--- config.mk ---
export PLATFORM = sky130hd
export DESIGN_NAME = vga_sincronizacion_flat
export DESIGN_NICKNAME = d
export VERILOG_FILES = /design/src/rtl/vga_sincronizacion_if.sv /design/src/rtl/vga_sincronizacion.sv /design/src/flat_wrapper.sv
export SDC_FILE = /design/constraint.sdc
export NUM_CORES = 1
export LEC_CHECK = 0
export ABC_AREA = 1
export ABC_CLOCK_PERIOD_IN_PS = 2200
export BUFFER_PORTS_ARGS = -buffer_cell sky130_fd_sc_hd__buf_2
export CAP_MARGIN = 25
export CORE_MARGIN = 1
export CORE_UTILIZATION = 50
export DETAILED_ROUTE_END_ITERATION = 6
export PLACE_DENSITY = 0.71
export SYNTH_ARGS = -nofsm -noshare
export SYNTH_HDL_FRONTEND = slang
export SYNTH_SLANG_ARGS = --single-unit
--- constraint.sdc ---
create_clock -name CLK -period 2.2 [get_ports CLK]
set_input_delay 0.11 -clock CLK [delete_from_list [all_inputs] [get_ports CLK]]
set_output_delay 0.11 -clock CLK [all_outputs]
set_load 0.02 [all_outputs]
--- src/rtl/vga_sincronizacion_if.sv ---
// vga_sincronizacion_if
// Bundles the VGA timing outputs that the sync generator drives towards the
// painter and the monitor pins.
//   master : driven by vga_sincronizacion
//   slave  : consumed by the painter / monitor connector
// Signals:
//   X, Y         current pixel coordinates (10 bits each)
//   HS, VS       active-low sync pulses
//   VIDEO_ON     (X,Y) lies in the visible area
//   PIXEL_TICK   one-CLK strobe per pixel period
//   FRAME_START  one-CLK strobe when the counters land on (0,0)
//   FRAME_CNT    8-bit frame counter, only with VGA_FRAME_COUNT_EN defined
interface vga_sincronizacion_if;
    logic [9:0] X;
    logic [9:0] Y;
    logic       HS;
    logic       VS;
    logic       VIDEO_ON;
    logic       PIXEL_TICK;
    logic       FRAME_START;
`ifdef VGA_FRAME_COUNT_EN
    logic [7:0] FRAME_CNT;
`endif

    modport master (
        output X, Y, HS, VS, VIDEO_ON, PIXEL_TICK, FRAME_START
`ifdef VGA_FRAME_COUNT_EN
        , output FRAME_CNT
`endif
    );

    modport slave (
        input X, Y, HS, VS, VIDEO_ON, PIXEL_TICK, FRAME_START
`ifdef VGA_FRAME_COUNT_EN
        , input FRAME_CNT
`endif
    );
endinterface

--- src/rtl/vga_sincronizacion.sv ---
// vga_sincronizacion
// 640x480 @ 60 Hz VGA timing generator. A clock divider produces the pixel
// tick; cascaded horizontal/vertical counters produce X/Y, and HS, VS and
// VIDEO_ON are registered from the next-state counter values so they line up
// with X/Y exactly.
// Ports:
//   CLK      system clock (only clock)
//   RESET_N  asynchronous active-low reset
//   vga      timing outputs (vga_sincronizacion_if.master)
// Optional feature: define VGA_FRAME_COUNT_EN to compile in the 8-bit
// FRAME_CNT register, incremented on every frame start.
module vga_sincronizacion #(
    parameter int unsigned DIV    = 4,
    parameter int unsigned H_VIS  = 640,
    parameter int unsigned H_FP   = 16,
    parameter int unsigned H_SYNC = 96,
    parameter int unsigned H_BP   = 48,
    parameter int unsigned V_VIS  = 480,
    parameter int unsigned V_FP   = 10,
    parameter int unsigned V_SYNC = 2,
    parameter int unsigned V_BP   = 33
) (
    input  logic                 CLK,
    input  logic                 RESET_N,
    vga_sincronizacion_if.master vga
);
    localparam int unsigned H_TOTAL = H_VIS + H_FP + H_SYNC + H_BP;
    localparam int unsigned V_TOTAL = V_VIS + V_FP + V_SYNC + V_BP;
    localparam int unsigned DIV_W   = (DIV > 1) ? $clog2(DIV) : 1;

    localparam logic [DIV_W-1:0] DIV_LAST = DIV_W'(DIV - 1);
    localparam logic [9:0] H_LAST   = 10'(H_TOTAL - 1);
    localparam logic [9:0] V_LAST   = 10'(V_TOTAL - 1);
    localparam logic [9:0] H_VIS_W  = 10'(H_VIS);
    localparam logic [9:0] V_VIS_W  = 10'(V_VIS);
    localparam logic [9:0] HS_START = 10'(H_VIS + H_FP);
    localparam logic [9:0] HS_END   = 10'(H_VIS + H_FP + H_SYNC);
    localparam logic [9:0] VS_START = 10'(V_VIS + V_FP);
    localparam logic [9:0] VS_END   = 10'(V_VIS + V_FP + V_SYNC);

    logic [DIV_W-1:0] divCnt, divNext;
    logic [9:0]       xCnt, xNext;
    logic [9:0]       yCnt, yNext;
    logic             hsReg, hsNext;
    logic             vsReg, vsNext;
    logic             videoReg, videoNext;
    logic             frameStartReg, frameStartNext;
    logic             pixelTick;

    // Gating with RESET_N keeps the tick low during reset even when DIV = 1,
    // where the divider always sits at its last value.
    assign pixelTick = RESET_N && (divCnt == DIV_LAST);

    always_comb begin
        divNext        = pixelTick ? '0 : divCnt + DIV_W'(1);
        xNext          = xCnt;
        yNext          = yCnt;
        frameStartNext = 1'b0;
        if (pixelTick) begin
            if (xCnt == H_LAST) begin
                xNext = '0;
                if (yCnt == V_LAST) begin
                    yNext          = '0;
                    frameStartNext = 1'b1;
                end else begin
                    yNext = yCnt + 10'd1;
                end
            end else begin
                xNext = xCnt + 10'd1;
            end
        end
        // Decoded from next-state values so the registered flags match X/Y.
        hsNext    = !((xNext >= HS_START) && (xNext < HS_END));
        vsNext    = !((yNext >= VS_START) && (yNext < VS_END));
        videoNext = (xNext < H_VIS_W) && (yNext < V_VIS_W);
    end

    always_ff @(posedge CLK or negedge RESET_N) begin
        if (!RESET_N) begin
            divCnt        <= '0;
            xCnt          <= '0;
            yCnt          <= '0;
            hsReg         <= 1'b1;
            vsReg         <= 1'b1;
            videoReg      <= 1'b1;
            frameStartReg <= 1'b0;
        end else begin
            divCnt        <= divNext;
            xCnt          <= xNext;
            yCnt          <= yNext;
            hsReg         <= hsNext;
            vsReg         <= vsNext;
            videoReg      <= videoNext;
            frameStartReg <= frameStartNext;
        end
    end

`ifdef VGA_FRAME_COUNT_EN
    logic [7:0] frameCnt;

    always_ff @(posedge CLK or negedge RESET_N) begin
        if (!RESET_N) begin
            frameCnt <= '0;
        end else if (frameStartNext) begin
            frameCnt <= frameCnt + 8'd1;
        end
    end

    assign vga.FRAME_CNT = frameCnt;
`endif

    assign vga.X           = xCnt;
    assign vga.Y           = yCnt;
    assign vga.HS          = hsReg;
    assign vga.VS          = vsReg;
    assign vga.VIDEO_ON    = videoReg;
    assign vga.PIXEL_TICK  = pixelTick;
    assign vga.FRAME_START = frameStartReg;
endmodule

--- src/flat_wrapper.sv ---
// flat-port wrapper written by rule: the top's interface ports become plain ports
module vga_sincronizacion_flat 
#(
    parameter int unsigned DIV    = 4,
    parameter int unsigned H_VIS  = 640,
    parameter int unsigned H_FP   = 16,
    parameter int unsigned H_SYNC = 96,
    parameter int unsigned H_BP   = 48,
    parameter int unsigned V_VIS  = 480,
    parameter int unsigned V_FP   = 10,
    parameter int unsigned V_SYNC = 2,
    parameter int unsigned V_BP   = 33
)
  (CLK, RESET_N, vga_X, vga_Y, vga_HS, vga_VS, vga_VIDEO_ON, vga_PIXEL_TICK, vga_FRAME_START);
  vga_sincronizacion_if vga_i ();
  input  logic CLK;
  input  logic RESET_N;
  output wire logic [$bits(vga_i.X)-1:0] vga_X;
  output wire logic [$bits(vga_i.Y)-1:0] vga_Y;
  output wire logic [$bits(vga_i.HS)-1:0] vga_HS;
  output wire logic [$bits(vga_i.VS)-1:0] vga_VS;
  output wire logic [$bits(vga_i.VIDEO_ON)-1:0] vga_VIDEO_ON;
  output wire logic [$bits(vga_i.PIXEL_TICK)-1:0] vga_PIXEL_TICK;
  output wire logic [$bits(vga_i.FRAME_START)-1:0] vga_FRAME_START;
  assign vga_X = vga_i.X;
  assign vga_Y = vga_i.Y;
  assign vga_HS = vga_i.HS;
  assign vga_VS = vga_i.VS;
  assign vga_VIDEO_ON = vga_i.VIDEO_ON;
  assign vga_PIXEL_TICK = vga_i.PIXEL_TICK;
  assign vga_FRAME_START = vga_i.FRAME_START;
  vga_sincronizacion #(.DIV(DIV), .H_VIS(H_VIS), .H_FP(H_FP), .H_SYNC(H_SYNC), .H_BP(H_BP), .V_VIS(V_VIS), .V_FP(V_FP), .V_SYNC(V_SYNC), .V_BP(V_BP)) u_core (.CLK(CLK), .RESET_N(RESET_N), .vga(vga_i));
endmodule
==> flow_summary.json <==
{
  "outcome": "finished with violations",
  "violations": "DRC",
  "grt_pass1_vias": 1259,
  "layout_common_cells": "36 x nand2_1, 28 x inv_1, 26 x buf_2",
  "drt_pre_antenna_iters": 6,
  "syn_area_per_cell_um2": 7.99,
  "synth-seq-area-share_pct": 42.9,
  "hold_path_class": "primary input to async pin",
  "clock_latency_ps": 320,
  "gr-max-usage-layer": "met2",
  "cts_setup_buffers": 0,
  "dpl.hpwl_um": 2490,
  "rr_worst_depth": 12,
  "synthTopCellsByArea": "dfrtp_1 38%, nand2_1 8.9%, inv_1 6.9%",
  "drive_gt1_share_pct": 31.5,
  "critPathKind": "register to register",
  "use_met1_pct": 31.3,
  "hold_violations": 0,
  "synth_cell_types": 27,
  "cts_made_buffers": 3,
  "cp_data_required_time_ps": 2460,
  "cts.clk_slew.worst_paths_ps": 140,
  "ir_drop_mv": 0.327,
  "cts_hold_buf": 1,
  "clock_sinks": 26,
  "wl_um": 3170,
  "tightest_slew_ps": 319,
  "slew_headroom_pct": 78.7,
  "synthDominantCellAreaShare_pct": 37.7,
  "die_h_um": 57.2,
  "finalCritPeriodShare_pct": 84.2,
  "insertedDiodeCount": 0,
  "core_um2": 2830,
  "synthArstFlopShare_pct": 100,
  "track_usage_pct": 21.7,
  "netlist_area_um2": 1530,
  "start_util_pct": 53.9,
  "synth.largest_area_cell": "dfrtp_1",
  "cp_max_fo": 13,
  "rsz0062_at_grt": "no",
  "n_fill_cell": 267,
  "tritoncts": "built",
  "drt_iter0_drc": 68,
  "clk_path_buf_depth": 2,
  "grt_start_max_net_pins": 27,
  "p_per_area_nw_per_um2": 535,
  "die_w_um": 57.2,
  "drv_slew": 0,
  "maxCapViolations": 0,
  "via_count": 1299,
  "place.gp.congestion": 0.850,
  "worst_ep_arrival_time_ps": 2110,
  "setup_violations": 0,
  "final_util_pct": 61.4,
  "synth_top_flop_cell": "dfrtp_1",
  "cts_root_buf": "clkbuf_4",
  "vias_per_cell": 5.13,
  "h-tree-depth": 1,
  "yosysWarnings": 0,
  "end_kind": "register",
  "area_growth_pct": 13.9,
  "die_area_um2": 3280,
  "syn_inst": 191,
  "grt_remaining_overflow": 0,
  "nNetsFinal": 229,
  "synth_edf_count": 0,
  "use_met2_pct": 33.8,
  "wire_per_inst_um": 12.5,
  "use_met3_pct": 2.04,
  "grt_pass1_wl_um": 5550,
  "final.setup_skew_ps": 3.82,
  "drc": 4,
  "layout_commonest_cell": "nand2_1",
  "cp-start-kind": "register",
  "antenna_found_initial": 0,
  "layout_min_cycle_time_ps": 1850,
  "postRouteAntennaNets": 0,
  "ys_ff_latch": 26,
  "p_leak_nw": 0.956,
  "post_cts_resized": 0,
  "num_io_pins": 27,
  "synth_nets": 197,
  "fmax_mhz": 540,
  "num_rows": 19,
  "io_buffers": 26,
  "tns_ps": 0
}
==> power by group <==
group | internal [mW] | switching (mW) | leakage (nW) | total [mW]
sequential | 0.505 | 0.0418 | 0.310 | 0.547
combinational | 0.0466 | 0.0925 | 0.624 | 0.139
clock | 0.101 | 0.142 | 0.0210 | 0.243
total | 0.653 | 0.276 | 0.956 | 0.929
==> cell usage after synthesis (3+ instances only) <==
master,number
nor2_4,3
nand3_2,7
nand4_1,5
nor2_2,9
nand2_2,9
nand2_1,36
nor3_1,3
nor2_1,20
o21ai_0,9
xor2_1,3
ha_1,4
inv_2,3
dfstp_2,3
dfrtp_1,23
nand3_1,14
inv_1,28
==> final cells by class <==
class / count / area (µm²) / share of cell area (%)
inverters: 34 / 131 / 7.56
repair buffers: 28 / 148 / 8.50
flip-flops and latches: 26 / 654 / 37.7
multi-input cells: 130 / 728 / 41.9
well taps: 31 / 38.8 / 2.23
clock buffers: 4 / 36.3 / 2.09
==> logic make-up after synthesis <==
logic type,share of synthesized area [%]
flops,42.9
fa+ha+maj,3.28
compound gates,5.09
buf+inv,9.35
simple gates,37.7
xor+xnor,1.72
==> metrics by stage <==
step	hold WS (ps)	worst slack, ps	total power [mW]	cell area [µm²]	std cells
2_1_floorplan	-186	540	0.638	1530	191
3_3_place_gp	163	408	0.691	1690	248
3_5_place_dp	164	376	0.695	1690	248
4_1_cts	356	365	0.932	1740	253
5_1_grt	366	203	0.969	1740	253
6_report	331	347	0.929	1740	253
==> critical path, stage by stage (launching register included) <==
cell and delay [ps]:
dfrtp_1 380, ha_1 210, nand2_2 120, inv_2 240, nand3_4 140, nor2_4 210
nand2_2 70, nand2_1 60, nand2_1 60, clkinv_2 50, nand2_2 60, nor2_4 140
nand3_2 80
==> flip-flops by register name (all words and copies together), names as in the netlist <==
name,count
u_core.vga.HS,1
u_core.vga.VS,1
u_core.vga.VIDEO_ON,1
u_core.vga.FRAME_START,1
u_core.vga.Y,10
u_core.divCnt,2
u_core.vga.X,10
==> layer usage <==
| layer | share of wire (%) | up-vias | wire (µm) |
|---|---|---|---|
| met3 | 4.2 | 4 | 132 |
| met4 | 0.79 | 0 | 25 |
| met2 | 47 | 30 | 1490 |
| li1 | - | 662 | - |
| met1 | 48 | 603 | 1520 |
| met5 | 0 | - | 0 |
==> final timing paths <==
path | startpoint | end | slack, ps
hold / removal | RESET_N | u_core.vga.X[4]$_DFF_PN0_ | 330
min in group CLK | u_core.divCnt[0]$_DFF_PN0_ | u_core.divCnt[0]$_DFF_PN0_ | 440
hold reg to reg | u_core.divCnt[0]$_DFF_PN0_ | u_core.divCnt[0]$_DFF_PN0_ | 440
max in group asynchronous | RESET_N | u_core.vga.VS$_DFF_PN1_ | 1570
setup reg to reg | u_core.divCnt[0]$_DFF_PN0_ | u_core.vga.VS$_DFF_PN1_ | 350
setup / recovery | u_core.divCnt[0]$_DFF_PN0_ | u_core.vga.VS$_DFF_PN1_ | 350
Power figures use the tool's default switching activity.
